## src/rtl/uart_transmitter.sv

```systemverilog
// uart_transmitter: buffered UART transmitter, LSB first, optional parity bit. Rev 1.0
`default_nettype none

module uart_transmitter #(
  parameter int DATA_BITS      = 8,
  parameter int STOP_BIT_TICKS = 16,
  parameter int PARITY_EN      = 0,
  parameter int PARITY_ODD     = 0
) (
  input  logic                 Clock,
  input  logic                 ResetN,
  input  logic                 Tick,
  input  logic                 TxStart,
  input  logic [DATA_BITS-1:0] TxDataIn,
  output logic                 TxReady,
  output logic                 TxBusy,
  output logic                 TxDone,
  output logic                 Tx
);

  localparam int TW = (STOP_BIT_TICKS > 16) ? $clog2(STOP_BIT_TICKS) : 4;
  localparam int DW = (DATA_BITS > 1) ? $clog2(DATA_BITS) : 1;
  localparam logic [TW-1:0] BIT_LAST  = TW'(15);
  localparam logic [TW-1:0] STOP_LAST = TW'(STOP_BIT_TICKS - 1);
  localparam logic [DW-1:0] DATA_LAST = DW'(DATA_BITS - 1);
  localparam logic          USE_PAR   = (PARITY_EN != 0);
  localparam logic          ODD_PAR   = (PARITY_ODD != 0);

  typedef enum logic [2:0] {
    IDLE   = 3'd0,
    START  = 3'd1,
    DATA   = 3'd2,
    PARITY = 3'd3,
    STOP   = 3'd4
  } state_t;

  state_t                 state_q, state_d;
  logic [TW-1:0]          tick_q, tick_d;
  logic [DW-1:0]          bit_q, bit_d;
  logic [DATA_BITS-1:0]   shift_q, shift_d;
  logic [DATA_BITS-1:0]   hold_data;
  logic                   hold_valid;
  logic                   parity_q;
  logic                   tx_q, tx_d;
  logic                   load;
  logic                   done;

  always_ff @(posedge Clock or negedge ResetN) begin
    if (!ResetN) begin
      hold_valid <= 1'b0;
      hold_data  <= '0;
    end else if (load) begin
      hold_valid <= 1'b0;
    end else if (TxStart && !hold_valid) begin
      hold_valid <= 1'b1;
      hold_data  <= TxDataIn;
    end
  end

  always_ff @(posedge Clock or negedge ResetN) begin
    if (!ResetN) begin
      state_q  <= IDLE;
      tick_q   <= '0;
      bit_q    <= '0;
      shift_q  <= '0;
      parity_q <= 1'b0;
      tx_q     <= 1'b1;
    end else begin
      state_q <= state_d;
      tick_q  <= tick_d;
      bit_q   <= bit_d;
      shift_q <= shift_d;
      tx_q    <= tx_d;
      // Parity is latched from the byte as loaded, independent of shifting
      if (load) parity_q <= (^hold_data) ^ ODD_PAR;
    end
  end

  always_comb begin
    state_d = state_q;
    tick_d  = tick_q;
    bit_d   = bit_q;
    shift_d = shift_q;
    load    = 1'b0;
    done    = 1'b0;
    case (state_q)
      IDLE: begin
        if (hold_valid) begin
          state_d = START;
          shift_d = hold_data;
          tick_d  = '0;
          load    = 1'b1;
        end
      end
      START: begin
        if (Tick) begin
          if (tick_q == BIT_LAST) begin
            state_d = DATA;
            tick_d  = '0;
            bit_d   = '0;
          end else begin
            tick_d = tick_q + TW'(1);
          end
        end
      end
      DATA: begin
        if (Tick) begin
          if (tick_q == BIT_LAST) begin
            shift_d = shift_q >> 1;
            tick_d  = '0;
            if (bit_q == DATA_LAST) state_d = USE_PAR ? PARITY : STOP;
            else                    bit_d   = bit_q + DW'(1);
          end else begin
            tick_d = tick_q + TW'(1);
          end
        end
      end
      PARITY: begin
        if (Tick) begin
          if (tick_q == BIT_LAST) begin
            state_d = STOP;
            tick_d  = '0;
          end else begin
            tick_d = tick_q + TW'(1);
          end
        end
      end
      STOP: begin
        if (Tick) begin
          if (tick_q == STOP_LAST) begin
            done   = 1'b1;
            tick_d = '0;
            // A pending byte starts immediately, with no idle gap
            if (hold_valid) begin
              state_d = START;
              shift_d = hold_data;
              load    = 1'b1;
            end else begin
              state_d = IDLE;
            end
          end else begin
            tick_d = tick_q + TW'(1);
          end
        end
      end
      default: state_d = IDLE;
    endcase
  end

  // Line level is derived from the next state so Tx is a clean flop output
  always_comb begin
    tx_d = 1'b1;
    case (state_d)
      START:   tx_d = 1'b0;
      DATA:    tx_d = shift_d[0];
      PARITY:  tx_d = parity_q;
      default: tx_d = 1'b1;
    endcase
  end

  assign TxReady = !hold_valid;
  assign TxBusy  = (state_q != IDLE);
  assign TxDone  = done;
  assign Tx      = tx_q;

endmodule

`default_nettype wire

```

## config.mk

```make
export PLATFORM = sky130hd
export DESIGN_NAME = uart_transmitter
export DESIGN_NICKNAME = d
export VERILOG_FILES = /design/src/rtl/uart_transmitter.sv
export SDC_FILE = /design/constraint.sdc
export NUM_CORES = 1
export LEC_CHECK = 0
export ABC_AREA = 0
export CAP_MARGIN = 40
export CORE_MARGIN = 2
export CORE_UTILIZATION = 45
export CTS_BUF_LIST = sky130_fd_sc_hd__clkbuf_4 sky130_fd_sc_hd__clkbuf_8
export DETAILED_ROUTE_END_ITERATION = 6
export DONT_BUFFER_PORTS = 1
export PLACE_DENSITY = 0.63
export SYNTH_ARGS = -nofsm -noshare
export SYNTH_HDL_FRONTEND = slang
export SYNTH_SLANG_ARGS = --single-unit
```

## constraint.sdc

```tcl
create_clock -name Clock -period 1.65 [get_ports Clock]
set_clock_uncertainty 0.15 [all_clocks]
set_input_delay 0.33 -clock Clock [delete_from_list [all_inputs] [get_ports Clock]]
set_output_delay 0.33 -clock Clock [all_outputs]
set_load 0.005 [all_outputs]
```

==> After elaboration in Yosys (flattened, before gate mapping) <==
Cells that the tools add are included.
{ "totals": {"elab_cells": 82, "output_inout_bits": 4, "reg_bits": 29, "in_bits": 12} }
{ "classes": {"n_eq_ne": 18, "bitwise": 1, "muxes": 38, "reduce_logical": 14, "addsub": 2} }
{ "ops": {"columns": ["operator", "count"], "rows": [
  ["$mux W3", 15],
  ["$mux W8", 5],
  ["$pmux W8 S3", 1],
  ["$ne A2 B2 Y1 const B", 8],
  ["$pmux W3 S5", 1],
  ["$eq A3 B2 Y1 const B", 4],
  ["$mux W4", 3],
  ["$mux W1", 9],
  ["$pmux W4 S2", 1],
  ["$reduce_xor A8 Y1", 1],
  ["$eq A3 B1 Y1 const B", 2],
  ["$eq A3 B3 Y1 const B", 2],
  ["$pmux W3 S2", 1],
  ["$reduce_and A6 Y1", 1],
  ["$reduce_bool A2 Y1", 3],
  ["$reduce_bool A3 Y1", 2],
  ["$reduce_and A5 Y1", 1],
  ["$add A4 B1 Y4 const B", 1],
  ["$eq A4 B4 Y1 const B", 1],
  ["$reduce_or A4 Y1", 1],
  ["$add A3 B1 Y3 const B", 1],
  ["$logic_not A3 Y1", 1],
  ["$pmux W1 S3", 1],
  ["$reduce_and A3 Y1", 1],
  ["other kinds (6)", 6]
]} }

==> Longest topological paths before layout <==
{ "depth": {"word_depth": 7, "depth_mapped": 7, "ltp_nobuf": 6} }

==> Worst setup path before layout <==
No wires, ideal clock.
{ "synth_path": {"path_type": "register to register", "from": "register tick_q[0]", "to": "register tx_q (netlist: Tx)", "setup_slack_ns": -0.005, "t_arrival_ns": 1.424, "stages_incl_launch_ff": 7, "t_required_ns": 1.419, "setup_ns": 0.081, "n_path_buf": 1, "period_less_slack_ns": 1.655, "path_cell_list": "dfrtp_1 ha_1 nand4_2 buf_6 o21ai_0 a211o_1 a32oi_1"} }
{ "synth_between": {"elab_chain_cells": 6, "word_cells_on_any_way": 19, "classes_between": "eq/ne: 4; mux: 15"} }
{ "synth_rtl": {"columns": ["element", "line", "source"], "rows": [
  ["from (decl)", "38", "logic [TW-1:0] tick_q, tick_d;"],
  ["from (signal assigned)", "70", "tick_q <= tick_d;"],
  ["$eq A4 B4 Y1 *", null, null],
  ["$mux W3, on equally long branches (2 in a row)", null, null],
  ["$pmux W3 S5", "86", "case (state_q)"],
  ["$eq A3 B2 Y1 or $eq A3 B1 Y1 (tied branches)", "153", "case (state_d)"],
  ["$pmux W1 S3 *", "153", null],
  ["net tx_d", "44", "logic tx_q, tx_d;"],
  ["to (signal assigned)", "73", "tx_q <= tx_d;"],
  ["to (decl)", "44", null]
]} }
The timed path passes the listed nets; every way through them passes the cells marked *. The select of a mux whose other input is x is not followed.
A chain may end at the register's enable or synchronous reset.

==> Worst setup path after layout <==
{ "layout_path": {"from": "register state_q[0]", "to": "output TxBusy"} }
{ "layout_between": {"elab_chain_cells": 1} }
{ "layout_rtl": {"columns": ["element", "line", "source"], "rows": [
  ["from (decl)", "37", "state_t state_q, state_d;"],
  ["from (signal assigned)", "69", "state_q <= state_d;"],
  ["$reduce_bool A3 Y1", "162", "assign TxBusy = (state_q != IDLE);"],
  ["to (decl)", "16", "output logic TxBusy,"]
]} }
Every way passes these cells.

==> flow_summary.yaml <==
logic_synthesis:
  synth_cell_types: 40
  ys.flop_type: "dfrtp_1"
  avgSynthCellArea_um2: 10.5
  ys_seq_area_frac: 0.491
  synth-seq-cells: 29
  yosysMostFrequentCell: "dfrtp_1"
  async_flop_share: 1.00
  synth_top_cell_by_area: "dfrtp_1"
  synth_fp_nets: 156
  ys_warn_count: 0
  syn_inst: 141
  syn_area_um2: 1480
  synth-edff-count: 0
  yosys-top-cells-count: "28 x dfrtp_1, 12 x o21ai_0, 10 x inv_1, 9 x a22oi_1"
  synth.area.top_cells: "dfrtp_1 47%, mux2_2 6.1%, a22oi_1 4.6%"
  synth_top_cell_area_share: 0.473
outcome:
  violations: "negative setup slack"
  status: "finished, violations left"
floorplan:
  die_w_um: 61.4
  fp.coreArea_um2: 3100
  num_io_pins: 16
  start_util: 0.477
  num_rows: 20
  fp.dieH_um: 61.4
  dieArea_um2: 3770
drt:
  viasPerCell: 5.56
  firstDrtPassIters: 4
  routedWlPerCell_um: 15.4
  vias: 1228
  drc: 0
  ant_nets: 0
  routed_wl_mm: 3.41
  drtIter0Drc: 65
finish:
  drive_gt1_frac: 0.333
  syn_to_final_growth_pct: 33.1
  insertedDiodeCount: 0
  final_util: 0.635
  nFillCells: 268
  fin_nets: 192
clock_network:
  numClockSinks: 29
  htree_levels: 2
  root_buffer: "clkbuf_4"
  clk_pin_slew_ps: 80
  tritoncts: "done"
  cts_buffer_depth: 2
  clock_latency_ps: 320
  cts_inserted_buffers: 5
global_route:
  track_usage: 0.200
  overflow: 0
  met1_usage: 0.229
  grt_pass1_wl_mm: 5.28
  grt_max_degree: 30
  top_usage_layer: "met2"
  grt_pass1_vias: 1188
  antenna_found_initial: 0
  met2_usage: 0.351
  grt_util_met3: 0.0630
placed_design:
  gp_congestion: 0.828
  dp_hpwl_mm: 2.22
  port_buffers: 0
setup_path:
  end_kind: "output port"
  worstPathArrival_ps: 1290
  crit_required_ps: 1170
  critical_path_class: "register to output port"
  cp_max_fo: 4
  startpoint_type: "register"
  r2r_slack_ps: -70
power:
  ir_drop_mv: 0.905
  p_per_area_nw_per_um2: 1590
  p_leak_nw: 0.834
timing:
  slew_violations: 0
  rsz0062_at_grt: "yes"
  worstMarginPinSlew_ps: 273
  tns_ps: -482
  layout_setup_ws_ps: -115
  hold_viol: 0
  finalSetupViolCount: 12
  clock.fmax_mhz: 567
  period_share: 1.07
  finalWorstPathRequiredPeriod_ps: 1770
  slew_headroom: 0.817
min_path:
  worstHoldPathType: "primary input to register"
flow_run:
  cap_violations: 0
## final cells by class
type	instances	area (um2)	area share
flip-flops and latches	29	727	0.369
well taps	44	55.1	0.0279
multi-input cells	96	769	0.390
inverters	10	37.5	0.0190
clock buffers	7	58.8	0.0298
repair buffers	35	324	0.164
## state kept, by name, indices dropped and copies added (netlist names)
signal,flops
shift_q,8
hold_data,8
bit_q,3
Tx,1
hold_valid,1
tick_q,4
parity_q,1
state_q,3
## cells by family after synthesis
group / share of synthesized area
flops: 0.491
fa+ha+maj: 0.0253
compound gates: 0.199
xor+xnor: 0.0414
mux: 0.0676
simple gates: 0.123
buf+inv: 0.0524
## worst paths after layout
path,start,endpoint,cells past startpoint
min in group asynchronous,ResetN,state_q[2],2
setup / recovery,state_q[0],TxBusy,2
setup reg to reg,state_q[1],Tx,5
hold / removal,TxStart,hold_valid,2
hold reg to reg,shift_q[6],shift_q[5],2
max in group asynchronous,ResetN,Tx,2
## through the flow
stage                     setup slack, ps  hold slack (ps)  std cells  area, um2  power [W]
after floorplan                      32.8             -116        141       1480    0.00207
after global placement              -21.5             -115        200       1660    0.00239
after detailed placement            -79.1             -115        200       1660    0.00245
after CTS                            -114             3.77        220       1910    0.00302
after global routing                 -145             8.45        221       1970    0.00338
final                                -115             13.9        221       1970    0.00314
## placed cells by master (no fill, tap or decap), types with 5 or more instances in the layout
cell type,instances
clkbuf_4,6
o21ai_1,8
buf_4,19
xnor2_1,7
o21ai_0,5
mux2_2,8
nor2_1,7
dlygate4sd3_1,9
nand2_1,7
dfrtp_1,28
a21oi_1,7
a22oi_1,9
inv_1,10
buf_6,5
## metal layers
metal | share of wire | vias up
met5 | 0 | -
met4 | 0.016 | 0
li1 | - | 589
met1 | 0.40 | 613
met3 | 0.031 | 7
met2 | 0.55 | 19
## what timing repair did
action	in CTS	in global routing
gates resized for setup	13	18
hold buffers	10	0
pin swaps	5	8
hold endpoints to repair	37	0
setup buffers	3	1
setup endpoints to repair	14	19
## worst max-delay path: stages, from the launching register on
cell     delay, ps
dfrtp_1        430
or3_4          400
buf_6          120
## where the power goes
group	switching [W]	internal [W]	leakage, nW
Sequential	0.000258	0.00101	0.350
Combinational	0.000650	0.000782	0.449
Clock	0.000223	0.000217	0.0348
Note: power is estimated with default switching activity, not from simulation.
